--- config.mk ---
export PLATFORM = sky130hd
export DESIGN_NAME = bram_uart_loader
export DESIGN_NICKNAME = d
export VERILOG_FILES = /design/src/rtl/bram_uart_loader_pkg.sv /design/src/rtl/bram_uart_loader_word_assembler.sv /design/src/rtl/bram_uart_loader.sv
export SDC_FILE = /design/constraint.sdc
export NUM_CORES = 1
export LEC_CHECK = 0
export CORE_UTILIZATION = 56
export DETAILED_ROUTE_END_ITERATION = 16
export HOLD_SLACK_MARGIN = 0.06
export PLACE_DENSITY = 0.85
export SLEW_MARGIN = 20
export SYNTH_ARGS = -nofsm -noshare
export SYNTH_HDL_FRONTEND = slang
export SYNTH_HIERARCHICAL = 1
export SYNTH_SLANG_ARGS = --single-unit
--- constraint.sdc ---
create_clock -name clk -period 5.05 [get_ports clk]
set_clock_uncertainty 0.15 [all_clocks]
set_input_delay 0.7575 -clock clk [delete_from_list [all_inputs] [get_ports clk]]
set_output_delay 0.7575 -clock clk [all_outputs]
set_load 0.01 [all_outputs]
--- src/rtl/bram_uart_loader_pkg.sv ---
// Shared definitions for the UART boot loader: FSM states and frame constants.
package bram_uart_loader_pkg;

    typedef enum logic [2:0] {
        ST_IDLE   = 3'd0,
        ST_LEN_LO = 3'd1,
        ST_LEN_HI = 3'd2,
        ST_DATA   = 3'd3,
        ST_CHECK  = 3'd4,
        ST_DONE   = 3'd5,
        ST_ERROR  = 3'd6
    } loader_state_e;

    localparam logic [7:0]  LDR_MAGIC          = 8'hA5;
    localparam int unsigned LDR_BYTE_W         = 8;
    localparam int unsigned LDR_BYTES_PER_WORD = 4;

endpackage

--- src/rtl/bram_uart_loader_word_assembler.sv ---
// Packs received bytes little-endian into words, keeps the running XOR and
// raises a one-cycle write request the cycle after a word completes.
module loader_word_assembler
    import bram_uart_loader_pkg::*;
#(
    parameter int unsigned DATA_WIDTH = 32
) (
    input  logic                  clk,
    input  logic                  reset,
    input  logic                  clear_i,
    input  logic                  byte_valid_i,
    input  logic [7:0]            byte_i,
    output logic [DATA_WIDTH-1:0] word_o,
    output logic                  wr_pend_o,
    output logic [7:0]            xor_o
);

    localparam int unsigned SHIFT_W = DATA_WIDTH - LDR_BYTE_W;

    logic [1:0]            idx_q, idx_d;
    logic [SHIFT_W-1:0]    shift_q, shift_d;
    logic [DATA_WIDTH-1:0] word_q, word_d;
    logic                  pend_q, pend_d;
    logic [7:0]            xor_q, xor_d;

    always_comb begin
        idx_d   = idx_q;
        shift_d = shift_q;
        word_d  = word_q;
        pend_d  = 1'b0;
        xor_d   = xor_q;
        if (byte_valid_i) begin
            idx_d   = idx_q + 2'd1;
            shift_d = {byte_i, shift_q[SHIFT_W-1:LDR_BYTE_W]};
            xor_d   = xor_q ^ byte_i;
            // Final byte lands on top of the three already shifted in
            if (idx_q == 2'(LDR_BYTES_PER_WORD - 1)) begin
                word_d = {byte_i, shift_q};
                pend_d = 1'b1;
            end
        end
    end

    always_ff @(posedge clk) begin
        if (reset || clear_i) begin
            idx_q   <= '0;
            shift_q <= '0;
            word_q  <= '0;
            pend_q  <= 1'b0;
            xor_q   <= '0;
        end else begin
            idx_q   <= idx_d;
            shift_q <= shift_d;
            word_q  <= word_d;
            pend_q  <= pend_d;
            xor_q   <= xor_d;
        end
    end

    assign word_o    = word_q;
    assign wr_pend_o = pend_q;
    assign xor_o     = xor_q;

endmodule

--- src/rtl/bram_uart_loader.sv ---
// UART boot loader: parses MAGIC/LEN/data/CHK frames into BRAM while holding
// the CPU in reset, then hands the BRAM port to the CPU after a good checksum.
module bram_uart_loader
    import bram_uart_loader_pkg::*;
#(
    parameter int unsigned ADDR_WIDTH     = 14,
    parameter int unsigned DATA_WIDTH     = 32,
    parameter int unsigned MAX_WORDS      = 8192,
    parameter logic [7:0]  MAGIC          = LDR_MAGIC,
    parameter int unsigned TIMEOUT_CYCLES = 1_000_000
) (
    input  logic                  clk,
    input  logic                  reset,
    input  logic                  rx_valid,
    input  logic [7:0]            rx_data,
    input  logic                  cpu_ena,
    input  logic                  cpu_wea,
    input  logic [ADDR_WIDTH-1:0] cpu_addr,
    input  logic [DATA_WIDTH-1:0] cpu_din,
    output logic                  bram_ena,
    output logic                  bram_wea,
    output logic [ADDR_WIDTH-1:0] bram_addr,
    output logic [DATA_WIDTH-1:0] bram_din,
    output logic                  cpu_hold,
    output logic                  load_done,
    output logic                  load_error,
    output logic [ADDR_WIDTH-1:0] words_loaded
);

    localparam int unsigned      CNT_W    = $clog2(TIMEOUT_CYCLES + 1);
    localparam logic [CNT_W-1:0] CNT_LAST = CNT_W'(TIMEOUT_CYCLES - 1);

    loader_state_e         state_q, state_d;
    logic [7:0]            len_lo_q, len_lo_d;
    logic [ADDR_WIDTH-1:0] len_q, len_d;
    logic [ADDR_WIDTH-1:0] words_q, words_d;
    logic [CNT_W-1:0]      cnt_q, cnt_d;

    logic [15:0]           len_hdr;
    logic                  active, last_write, asm_valid, wr_pend;
    logic [DATA_WIDTH-1:0] asm_word;
    logic [7:0]            run_xor;

    assign len_hdr    = {rx_data, len_lo_q};
    assign active     = state_q inside {ST_LEN_LO, ST_LEN_HI, ST_DATA, ST_CHECK};
    assign last_write = wr_pend && (words_q == len_q - 1'b1);
    // A byte coinciding with the final write strobe is the checksum, not data
    assign asm_valid  = rx_valid && (state_q == ST_DATA) && !last_write;

    loader_word_assembler #(
        .DATA_WIDTH(DATA_WIDTH)
    ) u_asm (
        .clk          (clk),
        .reset        (reset),
        .clear_i      (state_q == ST_IDLE),
        .byte_valid_i (asm_valid),
        .byte_i       (rx_data),
        .word_o       (asm_word),
        .wr_pend_o    (wr_pend),
        .xor_o        (run_xor)
    );

    always_comb begin
        state_d  = state_q;
        len_lo_d = len_lo_q;
        len_d    = len_q;
        words_d  = words_q;
        cnt_d    = '0;
        if (active) cnt_d = rx_valid ? '0 : cnt_q + 1'b1;

        case (state_q)
            ST_IDLE:   if (rx_valid && rx_data == MAGIC) state_d = ST_LEN_LO;
            ST_LEN_LO: if (rx_valid) begin
                len_lo_d = rx_data;
                state_d  = ST_LEN_HI;
            end
            ST_LEN_HI: if (rx_valid) begin
                if (len_hdr > 16'(MAX_WORDS))  state_d = ST_ERROR;
                else if (len_hdr == 16'd0)     state_d = ST_CHECK;
                else begin
                    len_d   = len_hdr[ADDR_WIDTH-1:0];
                    state_d = ST_DATA;
                end
            end
            ST_DATA: if (wr_pend) begin
                words_d = words_q + 1'b1;
                if (last_write) begin
                    if (rx_valid) state_d = (rx_data == run_xor) ? ST_DONE : ST_ERROR;
                    else          state_d = ST_CHECK;
                end
            end
            ST_CHECK:  if (rx_valid) state_d = (rx_data == run_xor) ? ST_DONE : ST_ERROR;
            default:   state_d = state_q;
        endcase

        if (active && !rx_valid && cnt_q == CNT_LAST) state_d = ST_ERROR;
    end

    always_ff @(posedge clk) begin
        if (reset) begin
            state_q  <= ST_IDLE;
            len_lo_q <= '0;
            len_q    <= '0;
            words_q  <= '0;
            cnt_q    <= '0;
        end else begin
            state_q  <= state_d;
            len_lo_q <= len_lo_d;
            len_q    <= len_d;
            words_q  <= words_d;
            cnt_q    <= cnt_d;
        end
    end

    always_comb begin
        bram_ena  = 1'b0;
        bram_wea  = 1'b0;
        bram_addr = '0;
        bram_din  = '0;
        if (state_q == ST_DONE) begin
            bram_ena  = cpu_ena;
            bram_wea  = cpu_wea;
            bram_addr = cpu_addr;
            bram_din  = cpu_din;
        end else if (state_q == ST_DATA && wr_pend) begin
            bram_ena  = 1'b1;
            bram_wea  = 1'b1;
            bram_addr = words_q;
            bram_din  = asm_word;
        end
    end

    assign cpu_hold     = (state_q != ST_DONE);
    assign load_done    = (state_q == ST_DONE);
    assign load_error   = (state_q == ST_ERROR);
    assign words_loaded = words_q;

endmodule

* Word-level counts from Yosys, hierarchy flattened
Index checks and enable logic that the tools add are counted.
Word-level totals: register bits 126, bits in latches 0, bits in writable memories 0, memory bits (read-only) 0, bits of input ports 59, logic and storage cells 89, memories kept 0
Cells by class: add/sub/neg operators 4, multiply operators 0, divide/modulo/power cells 0, order comparisons 1, eq/ne operators 24, shifts and indexed selects 0, muxes and demuxes 20, bitwise gates (word level) 5, reductions and logical operators 24
Operators by type and width (count):
- 2-to-1 mux 32 bit | 2
- 2-to-1 mux 14 bit | 2
- 2-to-1 mux 3 bit | 9
- adder 20 x 1 -> 20 bit (second input constant) | 1
- equality test 20 bit (second input constant) | 1
- > comparator 16 x 14 -> 1 bit (second input constant) | 1
- logical NOT 16 bit | 1
- one-hot mux 3 bit (5 select lines) | 1
- adder 14 x 1 -> 14 bit (second input constant) | 1
- equality test 14 bit | 1
- AND reduction 7 bit | 2
- subtractor 14 x 1 -> 14 bit (second input constant) | 1
- inequality test 3 x 2 -> 1 bit (second input constant) | 4
- inequality test 2 bit (second input constant) | 5
- equality test 3 bit (second input constant) | 3
- equality test 8 bit | 1
- equality test 8 bit (second input constant) | 1
- bitwise XOR 8 bit | 1
- logical AND 1 bit | 7
- equality test 3 x 2 -> 1 bit (second input constant) | 2
- inequality test 3 bit (second input constant) | 2
- AND reduction 2 bit | 3
- nonzero test 6 bit | 1
- nonzero test 5 bit | 1
- 15 further kinds | 24

* Depth between registers and ports, before layout
Gate-level depths: netlist of run 1.
depth in word-level cells 7, depth in mapped cells 13, mapped depth without buffers 10

* By module
The synthesis of run 1 kept the hierarchy.
Modules (own cells, without submodules):
- bram_uart_loader | instances 1, cells an instance 459, area an instance 3674.8 sq um, sequential area each 1181.1 sq um
- loader_word_assembler | instances 1, cells an instance 270, area an instance 2745.1 sq um, sequential area each 1341.3 sq um

* Worst setup path before layout of run 1
Ideal clock, no wire load.
path kind reg2reg, start reg len_q[0], end reg u_asm.word_q[28] (netlist: u_asm/word_o[28]), setup time 132 ps, data arrival time 2740 ps, required time 4768 ps, setup slack 2028 ps, cell stages (with the launch flop) 14, path buffers 3, period minus slack after synthesis 3022 ps, cells stage by stage dfxtp_1 -> inv_1 -> ha_1 -> or4b_4 -> or4_1 -> o311ai_1 -> a31oi_1 -> o41ai_2 -> nor2_1 -> buf_2 -> buf_4 -> buf_2 -> nand3_1 -> a21oi_1
Between the ends: cells in the longest elaborated chain, start to end 6
RTL lines:
- start: declaration | line bram_uart_loader.sv:35 | logic [ADDR_WIDTH-1:0] len_q, len_d;
- start signal: assignment | line bram_uart_loader.sv:109 | len_q <= len_d;
- subtractor 14 x 1 -> 14 bit | line bram_uart_loader.sv:46 | assign last_write = wr_pend && (words_q == len_q - 1'b1);
- equality test 14 bit | line bram_uart_loader.sv:46
- logical AND 1 bit | line bram_uart_loader.sv:46
- logical NOT 1 bit | line bram_uart_loader.sv:48 | assign asm_valid = rx_valid && (state_q == ST_DATA) && !last_write;
- logical AND 1 bit | line bram_uart_loader.sv:48
- net asm_valid | line bram_uart_loader.sv:40 | logic active, last_write, asm_valid, wr_pend;
- AND reduction 2 bit (no source line)
- end signal: assignment | line bram_uart_loader_word_assembler.sv:54 | word_q <= word_d;
- end: declaration | line bram_uart_loader_word_assembler.sv:22 | logic [DATA_WIDTH-1:0] word_q, word_d;
The timed path passes the listed nets, and every way through them passes these cells. A chain may end at the register's enable or synchronous reset.

* Worst setup path after layout of run 1
start reg state_q[1], end out bram_din[6]
Between the ends: cells in the longest elaborated chain, start to end 4, elaborated cells between the ends (all ways) 5
RTL lines:
- start: declaration | line bram_uart_loader.sv:33 | loader_state_e state_q, state_d;
- start signal: assignment | line bram_uart_loader.sv:107 | state_q <= state_d;
- equality test 3 x 2 -> 1 bit | line bram_uart_loader.sv:125 | end else if (state_q == ST_DATA && wr_pend) begin
- logical AND 1 bit | line bram_uart_loader.sv:125
- 2-to-1 mux 32 bit | line bram_uart_loader.sv:125
- 2-to-1 mux 32 bit * | line bram_uart_loader.sv:120 | if (state_q == ST_DONE) begin
- end: declaration | line bram_uart_loader.sv:23 | output logic [DATA_WIDTH-1:0] bram_din,
Every way passes the cells marked *; elsewhere a longest branch is shown, timed or not.

==> flow_metrics.env, run 1 <==
export IMPL_status="completed"
export IMPL_tightest_slew_ns=1.03
export IMPL_dp_hpwl_um=10500
export IMPL_synthXorXnorAreaFrac=0.0628
export IMPL_timing_rr_end="u_asm/word_o[9]"
export IMPL_rsz0062_at_grt="false"
export IMPL_yosys_warnings=6
export IMPL_drcViolationCount=0
export IMPL_place_area_um2=7590
export IMPL_crit_end="bram_din[6]"
export IMPL_synth_flop_cell="dfxtp_1"
export IMPL_cts_max_path_buffers=2
export IMPL_die_h_um=109
export IMPL_die_area_um2=11900
export IMPL_post_cts_resize_count=0
export IMPL_design_core_area_um2=11000
export IMPL_synthDistinctLibCells=60
export IMPL_fp_row_count=38
export IMPL_post_cts_buffers=0
export IMPL_finalCritPeriodShare=0.760
export IMPL_cts_buffers=17
export IMPL_ant_nets=0
export IMPL_reg2reg_depth=11
export IMPL_synthTopCellsByArea="dfxtp_1 39%, mux2i_1 6.7%, a21bo_2 6.2%"
export IMPL_track_usage=0.272
export IMPL_cts_num_sinks=126
export IMPL_crit_start="state_q[1]"
export IMPL_wirelength_um=15800
export IMPL_max_vdd_ir_drop_mv=0.241
export IMPL_start_kind="register"
export IMPL_power_total_mw=2.23
export IMPL_grt_pass1_wl_um=25200
export IMPL_netlist_area_leader_share=0.393
export IMPL_cts_clk_slew_worst_paths_ns=0.05
export IMPL_holdWs_ns=0.316
export IMPL_placement_io_buffers=123
export IMPL_finalHoldViolations=0
export IMPL_p_per_area_nw_per_um2=272
export IMPL_start_util=0.585
export IMPL_slew_limit_headroom=0.314
export IMPL_holdBufCountCts=0
export IMPL_period_needed_ns=3.84
export IMPL_drv_slew=0
export IMPL_cts_tree="done"
export IMPL_yosys_top_cells_count="126 x dfxtp_1, 92 x nor2_1, 49 x a21oi_1"
export IMPL_setup_tns_ns=0
export IMPL_synth_top_family_by_area="compound AO/OA/AOI/OAI gates"
export IMPL_ys_ff_latch=126
export IMPL_seq_area_frac_synth=0.393
export IMPL_required_ns=4.14
export IMPL_cap_viol_max_count=0
export IMPL_postSynthCellCount=729
export IMPL_dr_pass1_iters=5
export IMPL_synth_nets=792
export IMPL_endpoint_kind="output pin"
export IMPL_fmax_ghz=0.261
export IMPL_synthMuxAreaShare=0.0670
export IMPL_grt_pass1_vias=5361
export IMPL_n_antenna_cell=0
export IMPL_r2r_start="len_q[0]"
export IMPL_yosys_area_top_type="dfxtp_1"
export IMPL_synthesis_area_um2=6420
export IMPL_grt_max_degree=108
export IMPL_io_pins=124
export IMPL_routabilityCongestion=0.931
export IMPL_yosys_area_share_simple=0.198
export IMPL_yosysMostFrequentCell="dfxtp_1"
export IMPL_cts_root_buf="clkbuf_16"
export IMPL_die_w_um=109
export IMPL_antenna_found_initial=0
export IMPL_htreeDepth=4
export IMPL_first_iter_violations=385
export IMPL_post_route_cell_area_um2=8210
export IMPL_drive_gt1_frac=0.120
export IMPL_synth_compound_area_share=0.218
export IMPL_synth_adder_area_share=0.00780
export IMPL_fin_nets=881
export IMPL_clk_latency_ns=0.41
export IMPL_r2r_slack_ns=1.48
export IMPL_nFillCells=806
export IMPL_worstSetupPathType="reg -> out"
export IMPL_synth_edf_count=0
export IMPL_setup_viol=0
export IMPL_crit_arrival_ns=2.93
export IMPL_synthArstFlopShare=0
export IMPL_globalRoute_totalOverflow=0
export IMPL_syn_to_final_growth_pct=27.8
export IMPL_syn_avg_cell_area_um2=8.81
export IMPL_cp_max_fo=50
export IMPL_drt_vias_per_instance=5.90
export IMPL_detailroute_via_count=5726
export IMPL_hold_path_class="reg -> reg"
export IMPL_routedWlPerCell_um=16.3
export IMPL_power_leakage_nw=2.72
-- state kept, by name (all words and copies together) (netlist names) --
register,count
cnt_q,20
len_lo_q,8
len_q,14
u_asm/word_o,32
u_asm/xor_o,8
words_loaded,14
u_asm/idx_q,2
u_asm/wr_pend_o,1
u_asm/shift_q,24
state_q,3
-- report_power, final --
part | total, mW | switching [mW] | internal [mW] | leakage [nW]
logic | 0.0705 | 0.0272 | 0.0433 | 1.43
clock network | 1.16 | 0.427 | 0.737 | 0.276
registers | 0.995 | 0.0000824 | 0.995 | 1.01
total | 2.23 | 0.454 | 1.77 | 2.72
-- stage by stage --
stage                     utilization  std cells  setup WS [ns]
after floorplan                     -        729           2.03
after global placement          0.691        938           1.56
after detailed placement        0.691        938           1.39
after CTS                       0.743        969           1.20
after global routing            0.747        970           1.04
final                           0.747        970           1.21
-- critical path, cell delays in order (launching register included) --
cell and delay, ns:
dfxtp_1 0.61, and3b_1 0.31, and2_2 0.79, a22o_1 0.24, clkdlybuf4s50_1 0.54
-- per-layer routing --
metal	GRT usage	vias to the layer above	part of all wire
met3	0.0562	32	0.061
met4	0.119	0	0.019
met2	0.465	195	0.51
li1	-	2775	-
met5	0	-	0
met1	0.330	2724	0.41
-- final cells by class --
| class | instances | area (um2) | share of cell area |
|---|---|---|---|
| multi-input combinational | 532 | 3590 | 0.437 |
| sequential | 126 | 2520 | 0.307 |
| timing repair buffer | 128 | 1290 | 0.158 |
| clock buffer | 22 | 494 | 0.0602 |
| tap | 140 | 175 | 0.0213 |
| clock inverter | 9 | 83.8 | 0.0102 |
| inverter | 13 | 48.8 | 0.00595 |
-- logic make-up after synthesis --
logic type                 Yosys count
xor gates and xnor gates            46
buffers and inverters               71
adders and majority gates            4
DFF                                126
AOI/OAI and AO/OA                  181
and+or+nand+nor                    258
muxes                               43
-- cell usage in the layout, fill, tap and decap left out, types with 4 or more instances in the layout --
cell and instances:
dfxtp_1 126, clkdlybuf4s50_1 123, nor2_1 90, a21oi_1 49
nand3_1 46, a22o_1 45, mux2i_1 43, a21bo_2 40
nand2_1 39, xor2_1 25, xnor2_1 21, clkbuf_16 17
inv_1 13, or3_1 11, nand3b_1 11, o21ai_0 10
a21oi_2 10, nand4_1 9, nor3_1 8, nor4_1 8
and3_1 5, o211ai_1 5, clkbuf_8 5, clkinvlp_4 4
-- how the worst min path moves through the flow --
| stage | from | end | slack, ns | cells past startpoint |
|---|---|---|---|---|
| global placement | cnt_q[0] | cnt_q[0] | 0.29 | 1 |
| global route | cnt_q[0] | cnt_q[0] | 0.34 | 1 |
| finish | cnt_q[0] | cnt_q[0] | 0.32 | 1 |
| CTS | len_lo_q[3] | len_lo_q[3] | 0.32 | 2 |
| floorplan | cnt_q[0] | cnt_q[0] | 0.28 | 1 |
| detailed placement | cnt_q[0] | cnt_q[0] | 0.31 | 1 |
(Power assumes the default switching activity.)
==> run 2, diff against run 1 <==
--- a/config.mk
+++ b/config.mk
@@ -5,10 +5,10 @@
 export SDC_FILE = /design/constraint.sdc
 export NUM_CORES = 1
 export LEC_CHECK = 0
-export CORE_UTILIZATION = 56
+export CORE_UTILIZATION = 47
 export DETAILED_ROUTE_END_ITERATION = 16
 export HOLD_SLACK_MARGIN = 0.06
-export PLACE_DENSITY = 0.85
+export PLACE_DENSITY = 0.76
 export SLEW_MARGIN = 20
 export SYNTH_ARGS = -nofsm -noshare
 export SYNTH_HDL_FRONTEND = slang
==> constraint.sdc (replaced) <==
create_clock -name clk -period 3.1 [get_ports clk]
set_clock_uncertainty 0.15 [all_clocks]
set_input_delay 0.465 -clock clk [delete_from_list [all_inputs] [get_ports clk]]
set_output_delay 0.465 -clock clk [all_outputs]
set_load 0.01 [all_outputs]
==> run 2 against run 1 <==
Critical path depth up 9. Non-clock buffer count up 34. First-iteration DRC count up 28%. Cell area up 5.7%. Via count up 2.7%. Global-route usage down 3.7 points. Worst setup slack worse by 1.2 ns. Wire length up 7.8%. Highest routed layer unchanged.
==> flow_metrics.env, run 2 (synthesis gave the netlist of run 1 again) <==
export IMPL_max_vdd_ir_drop_mv=0.423
export IMPL_hold_path_class="reg -> reg"
export IMPL_setup_viol=0
export IMPL_htreeDepth=4
export IMPL_holdPathEnd="cnt_q[0]"
export IMPL_drive_gt1_frac=0.162
export IMPL_antenna_found_initial=0
export IMPL_dr_pass1_iters=5
export IMPL_placement_io_buffers=123
export IMPL_cts_tree="done"
export IMPL_cp_max_fo=14
export IMPL_drv_slew=0
export IMPL_dp_hpwl_um=11300
export IMPL_grt_pass1_wl_um=26800
export IMPL_rsz0062_at_grt="true"
export IMPL_timing_rr_end="u_asm/shift_q[18]"
export IMPL_detailroute_via_count=5883
export IMPL_track_usage=0.235
export IMPL_setup_ws_ns=0.0219
export IMPL_start_kind="register"
export IMPL_die_area_um2=14100
export IMPL_fmax_ghz=0.325
export IMPL_final_cell_mix="125 x dfxtp_1, 123 x clkdlybuf4s50_1, 90 x nor2_1"
export IMPL_syn_to_final_growth_pct=35.1
export IMPL_layout_commonest_cell="dfxtp_1"
export IMPL_cts_clk_slew_worst_paths_ns=0.06
export IMPL_cap_viol_max_count=0
export IMPL_required_ns=3.23
export IMPL_holdBufCountCts=0
export IMPL_hp_start="cnt_q[0]"
export IMPL_r2r_slack_ns=0.02
export IMPL_globalRoute_totalOverflow=0
export IMPL_p_per_area_nw_per_um2=433
export IMPL_ant_nets=0
export IMPL_slew_limit_headroom=0.439
export IMPL_routabilityCongestion=0.849
export IMPL_worstSetupPathType="reg -> reg"
export IMPL_wirelength_um=17000
export IMPL_crit_arrival_ns=3.20
export IMPL_cts_num_sinks=126
export IMPL_holdPathStages=1
export IMPL_design_core_area_um2=13300
export IMPL_cts_root_buf="clkbuf_16"
export IMPL_routedWlPerCell_um=16.3
export IMPL_finalCritPeriodShare=0.993
export IMPL_finalHoldViolations=0
export IMPL_tightest_slew_ns=0.836
export IMPL_drcViolationCount=0
export IMPL_grt_max_degree=51
export IMPL_cts_max_path_buffers=2
export IMPL_power_leakage_nw=2.94
export IMPL_drt_vias_per_instance=5.65
export IMPL_period_needed_ns=3.08
export IMPL_setup_tns_ns=0
export IMPL_endpoint_kind="register"
export IMPL_place_ws_ns=-0.00291
export IMPL_fin_util=0.652
export IMPL_cts_buffers=17
export IMPL_die_h_um=119
export IMPL_fin_nets=916
export IMPL_grt_pass1_vias=5577
export IMPL_n_antenna_cell=0
export IMPL_status="completed"
export IMPL_start_util=0.483
export IMPL_reg2reg_depth=13
export IMPL_die_w_um=119
export IMPL_fp_row_count=42
export IMPL_largest_reg_flops=32
export IMPL_r2r_start="len_q[1]"
export IMPL_clk_latency_ns=0.41
export IMPL_first_iter_violations=492
export IMPL_io_pins=124
[run 2: cell type report]
cell class	instances	area, um2
Timing Repair Buffer	162	1670
Clock inverter	10	138
Sequential cell	126	2520
Clock buffer	21	460
Multi-Input combinational cell	533	3610
Fill cell	1030	4620
Tap cell	176	220
Inverter	13	48.8
[run 2: how the worst max path moves through the flow]
stage | startpoint | endpoint | slack [ns] | depth (start not counted)
3_5_place_dp | len_q[1] | u_asm/word_o[8] | -0.003 | 11
6_report | len_q[1] | u_asm/shift_q[18] | 0.02 | 13
4_1_cts | len_q[1] | u_asm/word_o[8] | 0.05 | 11
2_1_floorplan | len_q[0] | u_asm/word_o[28] | 0.08 | 13
3_3_place_gp | rx_data[1] | len_q[13] | 0.11 | 9
5_1_grt | len_q[1] | u_asm/shift_q[22] | -0.07 | 13
[run 2: per-stage QoR]
step / power [mW] / cells / hold WS [ns] / instance area (um2)
after detailed placement: 1.78 / 1002 / 0.304 / 7920
final: 3.75 / 1041 / 0.312 / 8670
after CTS: 3.77 / 1033 / 0.317 / 8510
after floorplan: 1.67 / 729 / 0.280 / 6420
after global placement: 1.77 / 1002 / 0.293 / 7920
after global routing: 3.86 / 1041 / 0.329 / 8670
[run 2: metal layers]
| metal | wire, um | GRT usage | part of all wire | up-vias |
|---|---|---|---|---|
| met5 | 0 | 0 | 0 | - |
| met4 | 289 | 0.0949 | 0.017 | 0 |
| met3 | 949 | 0.0570 | 0.056 | 29 |
| met2 | 8420 | 0.401 | 0.50 | 212 |
| met1 | 7350 | 0.284 | 0.43 | 2797 |
| li1 | - | - | - | 2845 |
[run 2: worst max-delay path: stages, from the launching register on]
cell	delay, ns
dfxtp_2	0.34
inv_1	0.06
ha_2	0.17
or4b_4	0.49
buf_4	0.16
o211ai_1	0.20
o311ai_2	0.14
a31oi_1	0.20
o41ai_2	0.11
buf_4	0.18
nor2_4	0.28
buf_12	0.21
mux2i_1	0.21
nor2_1	0.06
[run 2: report_power, final]
part / total (mW) / internal [mW] / switching [mW]
sequential: 1.62 / 1.62 / 0.0000759
clock: 2.01 / 1.30 / 0.708
combinational: 0.123 / 0.0765 / 0.0469
total: 3.75 / 3.00 / 0.755
[run 2: what timing repair did]
action                                  4_1_cts  5_1_grt
buffers inserted                              0        2
gates resized for setup                       0       10
cloned                                        0        6
hold endpoints to repair                      0        0
endpoints found under the setup margin       18       62
pin swaps                                     1        2
==> run 3, diff against run 2 <==
--- a/config.mk
+++ b/config.mk
@@ -9,6 +9,7 @@
 export DETAILED_ROUTE_END_ITERATION = 16
 export HOLD_SLACK_MARGIN = 0.06
 export PLACE_DENSITY = 0.76
+export SKIP_LAST_GASP = 1
 export SLEW_MARGIN = 20
 export SYNTH_ARGS = -nofsm -noshare
 export SYNTH_HDL_FRONTEND = slang
==> results of run 3 <==
Same layout as run 2: the final DEF is identical, and so are final timing and power.
